--- src/rtl/alu_seq.sv ---
// Multi-cycle ALU for the execute stage: single-cycle logic/arith ops, iterative
// unsigned multiply and divide, registered NZCV flags with conditional update.
module alu_seq #(
  parameter int unsigned WIDTH = 32
) (
  input  logic             clk,
  input  logic             reset,
  input  logic             Start,
  input  logic [3:0]       ALUControl,
  input  logic [WIDTH-1:0] A,
  input  logic [WIDTH-1:0] B,
  input  logic             SetFlags,
  output logic [WIDTH-1:0] Result,
  output logic [3:0]       ALUFlags,
  output logic             Busy,
  output logic             Done,
  output logic             Illegal,
  output logic             DivZero
);

  localparam int unsigned CW = $clog2(WIDTH + 1);

  localparam logic [3:0] OP_ADD = 4'b0000;
  localparam logic [3:0] OP_SUB = 4'b0001;
  localparam logic [3:0] OP_AND = 4'b0010;
  localparam logic [3:0] OP_ORR = 4'b0011;
  localparam logic [3:0] OP_EOR = 4'b0100;
  localparam logic [3:0] OP_MOV = 4'b0101;
  localparam logic [3:0] OP_CMP = 4'b0110;
  localparam logic [3:0] OP_MUL = 4'b0111;
  localparam logic [3:0] OP_DIV = 4'b1000;

  typedef enum logic [1:0] {IDLE, ITER, ONE} state_t;

  state_t           state;
  logic [CW-1:0]    cnt;
  logic             is_mul;
  logic             set_flags_q;
  logic             div_zero_q;
  // mul: opa = shifted multiplicand, opb = multiplier, acc = product
  // div: opa = divisor, opb = dividend in / quotient out, acc = remainder
  logic [WIDTH-1:0] opa;
  logic [WIDTH-1:0] opb;
  logic [WIDTH-1:0] acc;

  logic [WIDTH:0]   sum;
  logic [WIDTH:0]   dif;
  logic [WIDTH-1:0] one_res;
  logic             one_c;
  logic             one_v;
  logic             one_ill;
  logic             one_wr;
  logic [3:0]       one_flags;

  // Single-cycle datapath, evaluated on the accept edge
  always_comb begin
    sum     = {1'b0, A} + {1'b0, B};
    dif     = {1'b0, A} + {1'b0, ~B} + (WIDTH + 1)'(1);
    one_res = '0;
    one_c   = ALUFlags[1];
    one_v   = ALUFlags[0];
    one_ill = 1'b0;
    case (ALUControl)
      OP_ADD: begin
        one_res = sum[WIDTH-1:0];
        one_c   = sum[WIDTH];
        one_v   = (A[WIDTH-1] == B[WIDTH-1]) && (sum[WIDTH-1] != A[WIDTH-1]);
      end
      OP_SUB, OP_CMP: begin
        one_res = dif[WIDTH-1:0];
        one_c   = dif[WIDTH];
        one_v   = (A[WIDTH-1] != B[WIDTH-1]) && (dif[WIDTH-1] != A[WIDTH-1]);
      end
      OP_AND: one_res = A & B;
      OP_ORR: one_res = A | B;
      OP_EOR: one_res = A ^ B;
      OP_MOV: one_res = B;
      OP_MUL, OP_DIV: one_res = '0;
      default: one_ill = 1'b1;
    endcase
    one_flags = {one_res[WIDTH-1], (one_res == '0), one_c, one_v};
    one_wr    = (SetFlags || (ALUControl == OP_CMP)) && !one_ill;
  end

  logic [WIDTH-1:0] mul_acc_nx;
  logic [WIDTH:0]   trial;
  logic             ge;
  logic [WIDTH-1:0] sub_t;
  logic [WIDTH-1:0] rem_nx;
  logic [WIDTH-1:0] quo_nx;
  logic [WIDTH-1:0] iter_res;
  logic [3:0]       iter_flags;

  // One bit of shift-add multiply or restoring divide per cycle
  always_comb begin
    mul_acc_nx = opb[0] ? (acc + opa) : acc;
    trial      = {acc, opb[WIDTH-1]};
    ge         = (trial >= {1'b0, opa});
    sub_t      = trial[WIDTH-1:0] - opa;
    rem_nx     = ge ? sub_t : trial[WIDTH-1:0];
    quo_nx     = {opb[WIDTH-2:0], ge};
    iter_res   = is_mul ? mul_acc_nx : quo_nx;
    iter_flags = {iter_res[WIDTH-1], (iter_res == '0), ALUFlags[1:0]};
  end

  always_ff @(posedge clk) begin
    if (reset) begin
      state       <= IDLE;
      cnt         <= '0;
      is_mul      <= 1'b0;
      set_flags_q <= 1'b0;
      div_zero_q  <= 1'b0;
      opa         <= '0;
      opb         <= '0;
      acc         <= '0;
      Result      <= '0;
      ALUFlags    <= 4'b0000;
      Busy        <= 1'b0;
      Done        <= 1'b0;
      Illegal     <= 1'b0;
      DivZero     <= 1'b0;
    end else begin
      Busy    <= 1'b0;
      Done    <= 1'b0;
      Illegal <= 1'b0;
      DivZero <= 1'b0;
      case (state)
        IDLE, ONE: begin
          if (Start && (ALUControl == OP_MUL || ALUControl == OP_DIV)) begin
            state       <= ITER;
            Busy        <= 1'b1;
            cnt         <= CW'(WIDTH);
            is_mul      <= (ALUControl == OP_MUL);
            set_flags_q <= SetFlags;
            div_zero_q  <= (ALUControl == OP_DIV) && (B == '0);
            acc         <= '0;
            opa         <= (ALUControl == OP_MUL) ? A : B;
            opb         <= (ALUControl == OP_MUL) ? B : A;
          end else if (Start) begin
            state   <= ONE;
            Done    <= 1'b1;
            Illegal <= one_ill;
            Result  <= one_res;
            if (one_wr) ALUFlags <= one_flags;
          end else begin
            state <= IDLE;
          end
        end
        ITER: begin
          cnt <= cnt - CW'(1);
          if (is_mul) begin
            acc <= mul_acc_nx;
            opa <= opa << 1;
            opb <= opb >> 1;
          end else begin
            acc <= rem_nx;
            opb <= quo_nx;
          end
          if (cnt == CW'(1)) begin
            state   <= ONE;
            Done    <= 1'b1;
            DivZero <= div_zero_q;
            Result  <= iter_res;
            if (set_flags_q) ALUFlags <= iter_flags;
          end else begin
            Busy <= 1'b1;
          end
        end
        default: state <= IDLE;
      endcase
    end
  end

endmodule

--- config.mk ---
export PLATFORM = sky130hd
export DESIGN_NAME = alu_seq
export DESIGN_NICKNAME = d
export VERILOG_FILES = /design/src/rtl/alu_seq.sv
export SDC_FILE = /design/constraint.sdc
export NUM_CORES = 1
export LEC_CHECK = 0
export ABC_AREA = 1
export ABC_CLOCK_PERIOD_IN_PS = 3000
export BUFFER_PORTS_ARGS = -buffer_cell sky130_fd_sc_hd__buf_4
export CORE_MARGIN = 1.5
export CORE_UTILIZATION = 34
export CTS_CLUSTER_DIAMETER = 100
export CTS_CLUSTER_SIZE = 14
export DETAILED_ROUTE_END_ITERATION = 7
export GPL_TIMING_DRIVEN = 0
export PLACE_DENSITY = 0.59
export RECOVER_POWER = 100
export SYNTH_ARGS = -nofsm -noshare
export SYNTH_HDL_FRONTEND = slang
export SYNTH_SLANG_ARGS = --single-unit
--- constraint.sdc ---
create_clock -name clk -period 3 [get_ports clk]
set_input_delay 0.6 -clock clk [delete_from_list [all_inputs] [get_ports clk]]
set_output_delay 0.6 -clock clk [all_outputs]
set_load 0.01 [all_outputs]
* After elaboration in Yosys (flattened, before gate mapping)
Index checks and enable logic that the tools add are counted.
** Storage, ports and cells
- Register bits :: 147
- Bits in latches :: 0
- RAM bits :: 0
- ROM bits :: 0
- Bits of input ports :: 72
- Memories :: 0
** Operators by class
- Add/sub/neg operators :: 6
- Multiply operators :: 0
- Div/mod/pow operators :: 0
- $lt $le $gt $ge :: 1
- Equality and inequality tests :: 22
- Shift operators :: 0
- Multiplexer cells :: 41
- Bitwise operators :: 9
- Reductions and logical operators :: 25
** Operators by type and width (count)
- $mux 32 :: 14
- $pmux 32 s2 :: 4
- $pmux 32 s6 :: 1
- $logic_not 32->1 :: 3
- $add 32x32->33 :: 2
- $add 33x1->33 const B :: 1
- $ge 33x32->1 :: 1
- $add 32x32->32 :: 1
- $and 32x32->32 :: 1
- $not 32->32 :: 1
- $or 32x32->32 :: 1
- $sub 32x32->32 :: 1
- $xor 32x32->32 :: 1
- $mux 4 :: 5
- $eq 4x3->1 const B :: 4
- $ne 2x2->1 const B :: 7
- $pmux 6 s2 :: 1
- $reduce_and 6->1 :: 2
- $reduce_or 9->1 :: 1
- $eq 4x2->1 const B :: 2
- $pmux 1 s2 :: 4
- $pmux 4 s2 :: 1
- $eq 6x1->1 const B :: 1
- $mux 1 :: 6
- other kinds (22) :: 38

* Logic depth before layout (Yosys ltp)
- Depth after elaboration :: 10
- Mapped depth :: 24
- Depth with buffers taken out :: 23

* Worst setup path after synthesis
OpenSTA, ideal clock, no wires.
- Path type :: input-to-reg
- From :: input A[0]
- To :: register ALUFlags[1]
- Setup time :: 0.070 ns
- Data arrival time :: 2.488 ns
- Required time :: 2.930 ns
- Setup slack :: 0.441 ns
- Stages on the path :: 17
- Cells stage by stage :: ha_1 inv_1 fa_1 inv_1 nand3_1 nand2_2 nand2_1 nand2_2 nand2_1 nand2_1 nand2_1 nand2_1 nand2_1 a21oi_1 nor3_1 or3_1 a21oi_1
** On the way
- Cells in the longest elaborated chain, start to end :: 7
- Elaborated cells on any way between the ends :: 8
- Those cells by class :: add/sub: 3; mux: 5
** Ends and longest elaborated chain
- from (decl) :: line 10 : input logic [WIDTH-1:0] A,
- $add 32x32->33 :: line 58 : dif = {1'b0, A} + {1'b0, ~B} + (WIDTH + 1)'(1);
- $add 33x1->33 :: line 58
- $pmux 1 s2 (*) :: line 63 : case (ALUControl)
- $mux 4 (*) :: line 144 : if (one_wr) ALUFlags <= one_flags;
- $mux 4 (*) :: line 139 : end else if (Start) begin
- $mux 4 (*) :: line 129 : if (Start && (ALUControl == OP_MUL || ALUControl == OP_DIV)) begin
- $pmux 4 s2 (*) :: line 127 : case (state)
- to (signal assigned) :: line 144
- to (signal assigned) :: line 164 : if (set_flags_q) ALUFlags <= iter_flags;
- to (decl) :: line 14 : output logic [3:0] ALUFlags,
Mark *: on every way between the ends. The rest lies on a longest branch, timed or not. The select of a mux whose other input is x is not followed.
A chain may end at the register's enable or synchronous reset.

* Worst setup path after layout
- From :: register state[0]
- To :: register opa[26]
** On the way
- Cells in the longest elaborated chain, start to end :: 4
- Elaborated cells on any way between the ends :: 9
- Those cells by class :: eq/ne: 4; mux: 1; reduce/logical: 4
** Ends and longest elaborated chain
- from (decl) :: line 35 : state_t state;
- from (signal assigned) :: line 108 : state <= IDLE;
- from (signal assigned) :: line 130 : state <= ITER;
- from (signal assigned) :: line 140 : state <= ONE;
- $eq 2x2->1 or $logic_not 2->1 (tied branches) :: line 127
- $reduce_or 2->1 :: line 127
- $ne 2x2->1 (no source line) or $reduce_bool 2->1 (tied branches)
- $reduce_and 3->1 (no source line)
- to (signal assigned) :: line 137 : opa <= (ALUControl == OP_MUL) ? A : B;
- to (signal assigned) :: line 153 : opa <= opa << 1;
- to (decl) :: line 42 : logic [WIDTH-1:0] opa;
Parallel ways exist; a longest one is shown, timed or not.

==> impl_metrics.toml <==
[synthesis]
synth_top_cells_by_area = "nand2_1 18%, dfxtp_1 15%, ha_1 11%"
avgSynthCellArea_um2 = 5.65
synth_most_common_cell = "nand2_1"
synthArstFlopShare_pct = 0
synth.distinct_cells = 59
ys_ff_latch = 147
synth_top_flop_cell = "dfxtp_1"
yosysTopAreaCellShare_pct = 18.3
synthesis.instances = 3464
synth-edff-count = 0
yosysWarnings = 0
syn-num-nets = 3710
syn-cell-area_um2 = 19600
synthTopCellsByCount = "955 x nand2_1, 536 x inv_1, 278 x nor2_1, 270 x a21oi_1, 267 x o21ai_0"
yosysSeqAreaShare_pct = 15.0
synth_top_cell_by_area = "nand2_1"

[placed_design]
io_buffers = 111
dpl_cell_area_um2 = 21300
gp_congestion = 1.02
dpl.hpwl_um = 76400

[die]
rows = 87
ios = 112
core-area_um2 = 56600
dieArea_um2 = 59000
die_h_um = 243
start_util_pct = 34.6
die_w_um = 243

[sta]
clock-skew-final_ns = 0.0166
slew_viol_final = 0
worst_pin_slew_ns = 1.07
fin_crit_ns = 3.03
hold_viol_final = 0
layout_setup_ws_ns = -0.0288
fmax_mhz = 330
finalCritPeriodShare_pct = 101
whs_ns = 0.447
setup_viol = 4
tns_ns = -0.0904
rsz0062_at_grt = "yes"
slew_headroom_pct = 28.0

[grt]
track_usage_pct = 30.1
grt_first_pass_wirelength_um = 134000
grt_max_degree = 17
grt_overflow = 0
grt_pass1_vias = 22200
antenna_found_initial = 0

[routing]
antenna_left = 0
drc_errors = 0
post_drt_via_cell_ratio = 5.41
first_pass_iters = 6
wl_um = 91600
drtIter0Drc = 2388
wire_per_inst_um = 21.0
vias = 23700

[setup_path]
required_ns = 3.39
r2r_start = "state[0]"
crit_start = "state[0]"
worstSetupStartpointType = "flop"
cp.arrival_ns = 3.41
criticalPathCategory = "flop to flop"
ff2ff_path_depth = 7
endpoint_kind = "flop"
rrSetupSlack_ns = -0.03
crit_end = "opa[26]"
critical_path.max_fanout = 10
reg2reg_to = "opa[26]"

[clock_tree]
clk_path_buf_depth = 2
insertion_delay_ns = 0.47
cts_buffers = 17
cts.sinks = 147
cts_max_level = 4
cts_tree = "built"
root_buffer = "clkbuf_16"
clk_pin_slew_ns = 0.07
cts_hold_buf = 0

[run]
maxCapViolations = 0

[run_status]
violations = "negative setup slack"
status = "finished with violations"

[final_layout]
final_layout_size_suffix_gt1_share_pct = 10.2
fillers = 6577
seqCellArea_um2 = 2950
stdcell_area_um2 = 22100
nets = 3846
fin_util_pct = 39.0
syn2layout_area_growth_pct = 12.7
antenna_cells = 0
multiInputGateArea_um2 = 13900

[min_path]
hold_path_class = "input pin to flop"

[power]
p_per_area_nw_per_um2 = 889
power_mw = 19.6
cellLeakagePower_nw = 10.8
ir_worst_vdd_v = 0.00109
==> critical path, cell delays in order (launching register included) <==
cell and delay, ns:
dfxtp_1 0.31, inv_1 0.06, nor2_2 0.53, clkbuf_1 0.65, buf_2 0.42, clkbuf_1 0.59
o21ai_0 0.22, a21oi_1 0.17
==> cells by family (layout without fill, tap and decap cells) <==
group,Yosys count,count (layout),share of synthesized area [%]
XOR/XNOR,28,28,1.25
buffers and inverters,711,860,14.8
AO/OA/AOI/OAI,755,755,21.5
AND/OR/NAND/NOR,1649,1649,36.1
adder cells (fa/ha/maj),174,174,11.3
flip-flops,147,147,15.0
==> power by group <==
| group | switching [mW] | internal, mW | leakage (nW) | total, mW |
|---|---|---|---|---|
| Combinational | 10.3 | 4.60 | 9.27 | 14.9 |
| Sequential | 0.305 | 2.21 | 1.20 | 2.51 |
| Clock | 1.04 | 1.19 | 0.288 | 2.23 |
==> sequential cells by signal, indices dropped and copies added (netlist names), 2 cells and up <==
| signal | cells |
|---|---|
| cnt | 6 |
| state | 2 |
| Result | 32 |
| opb | 32 |
| ALUFlags | 4 |
| acc | 32 |
| opa | 32 |
==> worst min path at each step <==
stage / start / to / slack (ns) / cells after the start
global route: SetFlags / set_flags_q / 0.46 / 3
global placement: opb[11] / opb[11] / 0.44 / 2
floorplan: opb[11] / opb[11] / 0.42 / 2
finish: SetFlags / set_flags_q / 0.45 / 3
detailed placement: opb[11] / opb[11] / 0.45 / 2
CTS: SetFlags / set_flags_q / 0.45 / 3
==> repair_timing <==
action	4_1_cts	5_1_grt
resized for setup	18	72
cloned	0	0
setup endpoints to repair	8	50
pin swaps	0	5
setup buffers	0	6
==> per-layer routing <==
metal	track usage (%)	vias to the layer above	part of all wire (%)
li1	-	11500	-
met1	38.0	10800	41
met2	49.8	1130	45
met3	3.23	248	7.6
met4	17.0	0	6.2
met5	0	-	0
==> cell type report <==
cell class                      instances  area share (%)
Tap cell                              756            4.29
Sequential cell                       147            13.4
Clock inverter                         14           0.698
Buffer                                139            3.34
Timing Repair Buffer                  117            3.27
Multi-Input combinational cell       2606            63.2
Clock buffer                           18            1.95
Inverter                              572            9.88
==> cell usage in the layout (no fill, tap or decap), drive strengths merged, types with 4 or more instances in the layout <==
master / count
a21oi: 276
clkinv: 6
ha: 170
o211ai: 33
a221oi: 19
xor2: 16
inv: 570
buf: 143
xnor2: 12
nand3b: 5
nand3: 243
o21ai: 302
nor2: 323
fa: 4
clkinvlp: 9
nor3: 25
a211oi: 18
o21a: 12
clkbuf: 131
and2: 6
nand2: 986
nor4: 9
or2: 5
o21bai: 12
nand4: 41
a31oi: 6
dfxtp: 147
a21o: 9
o22ai: 55
==> through the flow <==
stage,setup slack (ns),std cells
2_1_floorplan,0.441,3464
3_3_place_gp,-0.673,4331
3_5_place_dp,-0.729,4331
4_1_cts,0.000677,4363
5_1_grt,-0.104,4369
6_report,-0.0288,4369
No activity file was read; power rests on OpenSTA's default activity.
